===== src/rtl/display_ram_arbiter.sv =====
// display_ram_arbiter: shares the single-port tile RAM between VGA scan-out
// reads (fixed, highest priority) and game-logic writes / full-screen clears.
module display_ram_arbiter #(
  parameter int unsigned TILE_SHIFT = 3,
  parameter int unsigned GRID_W     = 80,
  parameter int unsigned GRID_H     = 60,
  parameter int unsigned AW         = 13,
  parameter int unsigned FIFO_DEPTH = 4
) (
  input  logic          CLK,
  input  logic          RESET_N,
  input  logic          DE,
  input  logic [9:0]    ADDRH,
  input  logic [8:0]    ADDRV,
  output logic [7:0]    COLOUR,
  output logic [AW-1:0] RAM_ADDR,
  output logic          RAM_WE,
  output logic [7:0]    RAM_WDATA,
  input  logic [7:0]    RAM_RDATA,
  input  logic          WR_VALID,
  output logic          WR_READY,
  input  logic [AW-1:0] WR_ADDR,
  input  logic [7:0]    WR_DATA,
  input  logic          CLR_REQ,
  input  logic [7:0]    CLR_DATA,
  output logic          CLR_BUSY
);

  localparam int unsigned NTILES = GRID_W * GRID_H;
  localparam int unsigned PW     = $clog2(FIFO_DEPTH);
  localparam int unsigned CW     = PW + 1;

  typedef enum logic [0:0] {
    ST_IDLE  = 1'b0,
    ST_CLEAR = 1'b1
  } state_t;

  typedef struct packed {
    logic [AW-1:0] addr;
    logic [7:0]    data;
  } wr_entry_t;

  state_t          state_q, state_d;
  logic [AW-1:0]   clr_cnt_q, clr_cnt_d;
  logic [7:0]      clr_data_q, clr_data_d;
  logic [AW-1:0]   hold_addr_q;
  logic [7:0]      hold_wdata_q;

  wr_entry_t       fifo_mem [FIFO_DEPTH];
  logic [PW-1:0]   wptr_q, rptr_q;
  logic [CW-1:0]   count_q;
  wr_entry_t       head_c;
  logic            full_c, empty_c, head_valid_c;
  logic            push_c, pop_c;

  logic            video_slot_c;
  logic [AW-1:0]   vid_addr_c;
  logic            ram_we_c;
  logic [AW-1:0]   ram_addr_c;
  logic [7:0]      ram_wdata_c;

  logic            de_d1_q, slot_d1_q;
  logic [7:0]      tile_q, colour_q;

  // Video slot: first pixel of each tile during active video; held off in reset
  assign video_slot_c = RESET_N && DE && (ADDRH[TILE_SHIFT-1:0] == '0);
  assign vid_addr_c   = AW'((32'(ADDRV) >> TILE_SHIFT) * GRID_W + (32'(ADDRH) >> TILE_SHIFT));

  // FIFO status and head entry
  assign full_c       = (count_q == CW'(FIFO_DEPTH));
  assign empty_c      = (count_q == '0);
  assign head_c       = fifo_mem[rptr_q];
  assign head_valid_c = (32'(head_c.addr) < NTILES);
  // A pop in the same cycle frees the slot, so a full FIFO can still take a push
  assign push_c       = WR_VALID && (!full_c || pop_c);

  // Next state and RAM port arbitration; video slots override everything
  always_comb begin
    state_d     = state_q;
    clr_cnt_d   = clr_cnt_q;
    clr_data_d  = clr_data_q;
    pop_c       = 1'b0;
    ram_we_c    = 1'b0;
    ram_addr_c  = hold_addr_q;
    ram_wdata_c = hold_wdata_q;

    if (video_slot_c) begin
      ram_addr_c = vid_addr_c;
    end

    case (state_q)
      ST_IDLE: begin
        if (CLR_REQ) begin
          state_d    = ST_CLEAR;
          clr_cnt_d  = '0;
          clr_data_d = CLR_DATA;
        end else if (!video_slot_c && !empty_c) begin
          pop_c = 1'b1;
          if (head_valid_c) begin
            ram_we_c    = 1'b1;
            ram_addr_c  = head_c.addr;
            ram_wdata_c = head_c.data;
          end
        end
      end
      ST_CLEAR: begin
        if (!video_slot_c) begin
          ram_we_c    = 1'b1;
          ram_addr_c  = clr_cnt_q;
          ram_wdata_c = clr_data_q;
          clr_cnt_d   = clr_cnt_q + AW'(1);
          if (clr_cnt_q == AW'(NTILES - 1)) begin
            state_d = ST_IDLE;
          end
        end
      end
      default: state_d = ST_IDLE;
    endcase
  end

  // FSM, sweep counter and held RAM address/data
  always_ff @(posedge CLK or negedge RESET_N) begin
    if (!RESET_N) begin
      state_q      <= ST_IDLE;
      clr_cnt_q    <= '0;
      clr_data_q   <= '0;
      hold_addr_q  <= '0;
      hold_wdata_q <= '0;
    end else begin
      state_q      <= state_d;
      clr_cnt_q    <= clr_cnt_d;
      clr_data_q   <= clr_data_d;
      hold_addr_q  <= ram_addr_c;
      hold_wdata_q <= ram_wdata_c;
    end
  end

  // FIFO pointers and occupancy
  always_ff @(posedge CLK or negedge RESET_N) begin
    if (!RESET_N) begin
      wptr_q  <= '0;
      rptr_q  <= '0;
      count_q <= '0;
    end else begin
      if (push_c) wptr_q <= wptr_q + PW'(1);
      if (pop_c)  rptr_q <= rptr_q + PW'(1);
      count_q <= count_q + CW'(push_c) - CW'(pop_c);
    end
  end

  // FIFO storage; contents are don't-care until pushed
  always_ff @(posedge CLK) begin
    if (push_c) begin
      fifo_mem[wptr_q] <= '{addr: WR_ADDR, data: WR_DATA};
    end
  end

  // Scan-out pipeline: read data bypasses the tile register so latency stays 2
  always_ff @(posedge CLK or negedge RESET_N) begin
    if (!RESET_N) begin
      de_d1_q   <= 1'b0;
      slot_d1_q <= 1'b0;
      tile_q    <= '0;
      colour_q  <= '0;
    end else begin
      de_d1_q   <= DE;
      slot_d1_q <= video_slot_c;
      if (slot_d1_q) tile_q <= RAM_RDATA;
      colour_q  <= de_d1_q ? (slot_d1_q ? RAM_RDATA : tile_q) : 8'h00;
    end
  end

  assign COLOUR    = colour_q;
  assign RAM_ADDR  = ram_addr_c;
  assign RAM_WE    = ram_we_c;
  assign RAM_WDATA = ram_wdata_c;
  assign WR_READY  = !full_c;
  assign CLR_BUSY  = (state_q == ST_CLEAR);

endmodule


===== config.mk =====
export PLATFORM = sky130hd
export DESIGN_NAME = display_ram_arbiter
export DESIGN_NICKNAME = d
export VERILOG_FILES = /design/src/rtl/display_ram_arbiter.sv
export SDC_FILE = /design/constraint.sdc
export NUM_CORES = 1
export LEC_CHECK = 0
export CORE_MARGIN = 1.5
export CORE_UTILIZATION = 55
export CTS_CLUSTER_SIZE = 40
export DETAILED_ROUTE_END_ITERATION = 7
export PLACE_DENSITY = 0.83
export SLEW_MARGIN = 0
export SYNTH_ARGS = -nofsm -noshare
export SYNTH_HDL_FRONTEND = slang
export SYNTH_SLANG_ARGS = --single-unit

===== constraint.sdc =====
create_clock -name CLK -period 6.8 [get_ports CLK]
set_input_delay 2.04 -clock CLK [delete_from_list [all_inputs] [get_ports CLK]]
set_output_delay 2.04 -clock CLK [all_outputs]
set_load 0.05 [all_outputs]

==> metrics.csv, run 1 <==
metric,value,unit
cts_tree,built,
slew_violations,0,
r2r_start,CLR_BUSY$_DFF_PN0_,
drive_gt1_share,19.7,%
clkSinkCount,152,
port_buffers,89,
cp-start-kind,input port,
critPathRequiredTime,4760,ps
start_util,56.8,%
cp_data_arrival_time,4660,ps
maxSlewHeadroom,22.3,%
synth-seq-area-share,61.4,%
seqCellArea,4220,µm²
die_x,115,µm
yosysMostFrequentCell,edfxtp_1,
status,completed,
synthesis.nets,585,
syn_area_per_cell,13.7,µm²
switching_share,31.2,%
cap_violations,0,
hold_viol_final,0,
crit_path_top_delay_cell,a2111o_1,
dpl_cell_area,8230,µm²
total_power,2.91,mW
dp.final_hpwl,10500,µm
reg2regPathDepth,9,
synthesis.area,6880,µm²
finalCritPeriodShare,98.5,%
ys.flop_type,edfxtp_1,
drt_iter0_markers,323,
routabilityCongestion,0.921,
leakage,3.52,nW
slowest_delay,410,ps
nNetsFinal,693,
postRouteAntennaNets,0,
first_pass_iters,5,
yosysWarnings,0,
pwr-share-seq,43.2,%
hp-start,clr_data_q[4]$_DFFE_PN0P_,
clk-insertion-delay-late,420,ps
p_clk_share,28.7,%
fin_area,8830,µm²
min_to,clr_data_q[4]$_DFFE_PN0P_,
worstPathCellList,dlygate4sd2_1 -> ha_4 -> ha_4 -> fa_2 -> xnor2_1 -> nor4bb_1 -> buf_4 -> xnor3_1 -> and2_1 -> a2111o_1 -> buf_6,
coreArea,12100,µm²
synth_cell_type_count,57,
p_int,2.00,mW
clock_skew,8.26,ps
setup_viol,0,
grt_usage,24.9,%
synth_edf_count,84,
multi_input_area,2560,µm²
die_area,13200,µm²
min_period,6700,ps
row_count,40,
crit_path_end_kind,output port,
min_path_type,flip-flop to flip-flop,
synth_area_leaders,"edfxtp_1, dfrtp_1, mux4_2, ha_1, o21ai_0",
async_reset_ff_share,44.7,%
p_sw,0.910,mW
ys_ff_latch,152,
worstHoldPathCells,2,
diodes,0,
synth_top_area_share,36.7,%
nFillCells,785,
pwr-share-comb,28.1,%
crit_top_cell,ha_4,
power_density,330,nW/µm²
worst_slew_pin_slew,1170,ps
reg2reg_to,count_q[2]$_DFF_PN0_,
drc,0,
grt_pass1_wl,24500,µm
grt_max_degree,69,
antenna_found_initial,0,
syn_inst,503,
reg2reg_slack,3640,ps
grt_pass1_vias,4781,
wl,15400,µm
via_count,4716,
synth.largest_area_cell,edfxtp_1,
areaGrowthSynthToFinish,28.4,%
root_buffer,clkbuf_16,
wl_per_cell,19.5,µm
grt-ovfl-total,0,
cts_buffer_depth,2,
clkSlewWorstSetupHoldPaths,60,ps
cts.htree.levels,4,
vdd.ir_drop.worst,0.260,mV
num_io_pins,93,
die_h,115,µm
cts_buffers,17,
critPathKind,input port to output port,
timing.fmax,0.149,GHz
synth_common_cells,"edfxtp_1, dfrtp_1, nand2_1",
viasPerCell,5.96,
rsz0062_at_grt,no,
cp_max_fo,2,
timing repair:
action	in CTS	in global routing
pin swaps	2	5
gates resized for setup	5	8
hold buffers	0	0
hold endpoints to repair	0	0
endpoints found under the setup margin	2	3
buffers inserted	0	2
worst max-delay path: cells and delay by family:
family | cells | cell delay [ps]
xor gates and xnor gates | 2 | 340
buffers and inverters | 3 | 630
adders and majority gates | 3 | 780
and+or+nand+nor | 2 | 450
AOI/OAI and AO/OA | 1 | 410
worst max-delay path by stage:
stage | startpoint | slack [ps] | depth (start not counted) | endpoint
global placement | ADDRV[4] | -180 | 11 | RAM_ADDR[10]
detailed placement | ADDRV[6] | -200 | 11 | RAM_ADDR[10]
finish | ADDRV[6] | 100 | 11 | RAM_ADDR[10]
global route | ADDRV[6] | 10 | 11 | RAM_ADDR[10]
CTS | ADDRV[4] | -30 | 11 | RAM_ADDR[10]
floorplan | RESET_N | 270 | 7 | RAM_ADDR[4]
cell type report:
| type | instances | share of cell area, % |
|---|---|---|
| Inverter | 9 | 0.383 |
| Clock buffer | 19 | 4.90 |
| Sequential cell | 152 | 47.8 |
| Tap cell | 168 | 2.38 |
| Timing Repair Buffer | 116 | 14.4 |
| Clock inverter | 12 | 1.06 |
| Multi-Input combinational cell | 315 | 29.0 |
layout by cell type, fill, tap and decap left out, drive strengths merged, types with 3 or more instances in the layout:
| cell type | n |
|---|---|
| a21o | 5 |
| buf | 50 |
| clkinv | 3 |
| a2111o | 3 |
| xnor2 | 7 |
| nand2b | 3 |
| nor3 | 9 |
| inv | 13 |
| o31ai | 5 |
| a21oi | 14 |
| a211o | 6 |
| clkinvlp | 5 |
| clkdlybuf4s50 | 61 |
| nand2 | 48 |
| nor2 | 18 |
| nor4b | 3 |
| mux4 | 21 |
| dfrtp | 68 |
| nand4 | 3 |
| a221oi | 5 |
| mux2 | 10 |
| a22oi | 8 |
| clkbuf | 19 |
| a31oi | 12 |
| and2 | 15 |
| and3 | 9 |
| nor2b | 5 |
| edfxtp | 84 |
| o21ai | 36 |
| fa | 3 |
| mux2i | 10 |
| ha | 18 |
| nand3 | 9 |
| nor4 | 3 |
| dlymetal6s2s | 4 |
layer usage:
layer / share of wire, % / vias to the layer above / GRT usage [%]
met4: 1.9 / 0 / 11.2
met1: 39 / 2355 / 32.2
met3: 6.8 / 24 / 5.06
li1: - / 2134 / -
met2: 52 / 203 / 41.2
met5: 0 / - / 0
state kept, by name (all words and copies together) (netlist names), 2 cells and up:
name,count
fifo_mem,84
clr_cnt_q,13
hold_addr_q,13
COLOUR,8
clr_data_q,8
hold_wdata_q,8
tile_q,8
count_q,3
rptr_q,2
wptr_q,2
logic make-up (layout without fill, tap and decap cells):
logic type	Yosys count	in the layout	share of synthesized area, %
XOR/XNOR	10	10	1.47
flip-flops	152	152	61.4
adder cells (fa/ha/maj)	21	21	4.15
AND/OR/NAND/NOR	132	132	9.75
buffers and inverters	36	156	2.20
multiplexers	41	41	9.97
AO/OA/AOI/OAI	111	111	11.1
power by group through the flow:
stage | logic (mW) | clock network [mW] | registers [mW]
after floorplan | 0.479 | 0 | 1.26
after global placement | 0.785 | 0 | 1.26
after detailed placement | 0.812 | 0 | 1.27
after CTS | 0.819 | 0.850 | 1.26
after global routing | 0.877 | 0.889 | 1.27
final | 0.819 | 0.836 | 1.26
stage by stage:
stage / hold slack (ps) / worst slack [ps] / TNS [ps] / instances / utilization (%)
6_report: 475 / 103 / 0 / 791 / 72.9
5_1_grt: 506 / 9.70 / 0 / 791 / 72.9
4_1_cts: 483 / -27.4 / -27.4 / 789 / 72.4
3_5_place_dp: 467 / -202 / -277 / 758 / 67.9
3_3_place_gp: 460 / -182 / -272 / 758 / 67.9
2_1_floorplan: 445 / 267 / 0 / 503 / -
No activity file was read; power rests on OpenSTA's default activity.
==> run 2, diff against run 1 <==
CORE_MARGIN = 2   (was 1.5)
==> metrics.csv, run 2 (synthesis gave the netlist of run 1 again) <==
metric,value,unit,change
wl,16000,µm,+3.7%
via_count,4772,,+1.2%
cts.htree.levels,4,,unchanged
hp-start,clr_data_q[3]$_DFFE_PN0P_,,
min_path_type,flip-flop to flip-flop,,
postRouteAntennaNets,0,,unchanged
worst_slew_pin_slew,1120,ps,-43.0 ps
antenna_found_initial,0,,unchanged
cp_max_fo,5,,+3
die_h,116,µm,+0.87%
layout_setup_ws,90.3,ps,-13.1 ps
grt_pass1_vias,4904,,+2.6%
wl_per_cell,20.2,µm,+3.3%
final_cell_count_no_fill,794,,+0.38%
grt-ovfl-total,0,,unchanged
total_power,3.00,mW,+2.9%
reg2reg_to,count_q[2]$_DFF_PN0_,,
top_regs,"fifo_mem: 84 flops, clr_cnt_q: 13 flops, hold_addr_q: 13 flops",,
nNetsFinal,695,,+0.29%
grt_pass1_wl,25100,µm,+2.3%
grt_max_degree,69,,unchanged
die_x,116,µm,+0.87%
worstHoldPathCells,2,,unchanged
dp.final_hpwl,10700,µm,+2.4%
cap_violations,0,,unchanged
clk-insertion-delay-late,420,ps,about the same
start_util,56.8,%,unchanged
critPathKind,input port to output port,,
die_area,13400,µm²,+1.7%
final_core_util,73.6,%,+0.65 points
port_buffers,89,,unchanged
diodes,0,,unchanged
hold_viol_final,0,,unchanged
coreArea,12100,µm²,unchanged
vdd.ir_drop.worst,0.288,mV,+11%
reg2regPathDepth,10,,+1
drc,0,,unchanged
dp.cells,759,,+0.13%
num_io_pins,93,,unchanged
critPathRequiredTime,4760,ps,about the same
timing.setup.tns,0,ps,unchanged
timing.hold.ws,486,ps,+10.9 ps
clkSlewWorstSetupHoldPaths,60,ps,about the same
min_period,6710,ps,+13.1 ps
leakage,3.56,nW,+1.2%
largest_reg_flops,84,,unchanged
cts_tree,built,,
cp_data_arrival_time,4670,ps,about the same
cp-start-kind,input port,,
crit_path_end_kind,output port,,
reg2reg_slack,3240,ps,-400 ps
dpl_cell_area,8240,µm²,about the same
cts_buffer_depth,2,,unchanged
clkSinkCount,152,,unchanged
final_cell_mix,"edfxtp_1, dfrtp_1, clkdlybuf4s50_1",,
min_to,clr_data_q[3]$_DFFE_PN0P_,,
top_register,fifo_mem,,
place_ws,-161,ps,+40.8 ps
rsz0062_at_grt,no,,
slew_violations,0,,unchanged
setup_viol,0,,unchanged
r2r_start,CLR_BUSY$_DFF_PN0_,,
root_buffer,clkbuf_16,,
clock_skew,9.10,ps,+0.843 ps
timing.fmax,0.149,GHz,-0.20%
fin_area,8910,µm²,+0.89%
drive_gt1_share,20.6,%,+0.86 points
maxSlewHeadroom,25.2,%,+2.9 points
grt_usage,25.2,%,+0.28 points
nFillCells,761,,-3.1%
drt_iter0_markers,441,,+37%
areaGrowthSynthToFinish,29.5,%,
viasPerCell,6.01,,+0.81%
routabilityCongestion,0.868,,-5.8%
cts_hold_buf,0,,unchanged
power_density,336,nW/µm²,+2.0%
finalCritPeriodShare,98.7,%,+0.19 points
first_pass_iters,5,,unchanged
status,completed,,
row_count,40,,unchanged
layout_commonest_cell,edfxtp_1,,
cts_buffers,17,,unchanged
-- run 2: critical path, stage by stage --
cell	delay, ps
clkdlybuf4s50_1	500
ha_1	240
ha_1	330
buf_4	160
and3_1	170
or3_1	400
a21o_1	210
mux2i_2	220
o31ai_2	90
buf_4	160
buf_12	140
-- run 2: timing repair --
item,in CTS,in global routing
setup buffers,2,1
pin swaps,6,4
endpoints found under the setup margin,3,4
endpoints found under the hold margin,0,0
resized for setup,8,9
-- run 2: layer usage --
| layer | part of all wire (%) | wire (µm) | up-vias | GRT usage [%] |
|---|---|---|---|---|
| li1 | - | - | 2144 | - |
| met1 | 40 | 6340 | 2353 | 32.8 |
| met2 | 51 | 8210 | 235 | 41.8 |
| met3 | 6.4 | 1030 | 40 | 5.18 |
| met4 | 2.7 | 440 | 0 | 10.2 |
| met5 | 0 | 0 | - | 0 |
-- run 2: worst max-delay path by stage --
stage / startpoint / end / slack (ps) / cells past startpoint
6_report: ADDRV[8] / RAM_ADDR[11] / 90 / 11
5_1_grt: ADDRV[7] / RAM_ADDR[10] / 10 / 10
4_1_cts: ADDRV[4] / RAM_ADDR[11] / 4 / 12
3_5_place_dp: ADDRV[4] / RAM_ADDR[10] / -160 / 11
3_3_place_gp: ADDRV[4] / RAM_ADDR[10] / -170 / 11
2_1_floorplan: RESET_N / RAM_ADDR[4] / 270 / 7
-- run 2: where the power goes --
| part | internal [mW] | switching (mW) |
|---|---|---|
| combinational | 0.364 | 0.447 |
| clock | 0.518 | 0.397 |
| sequential | 1.17 | 0.0994 |
-- run 2: layout make-up --
| class | count | area, µm² | area share, % |
|---|---|---|---|
| sequential | 152 | 4220 | 47.4 |
| multi-input combinational | 315 | 2580 | 29.0 |
| timing repair buffer | 118 | 1280 | 14.4 |
| clock buffer | 17 | 425 | 4.77 |
| tap | 168 | 210 | 2.36 |
| clock inverter | 15 | 153 | 1.71 |
| inverter | 9 | 33.8 | 0.379 |
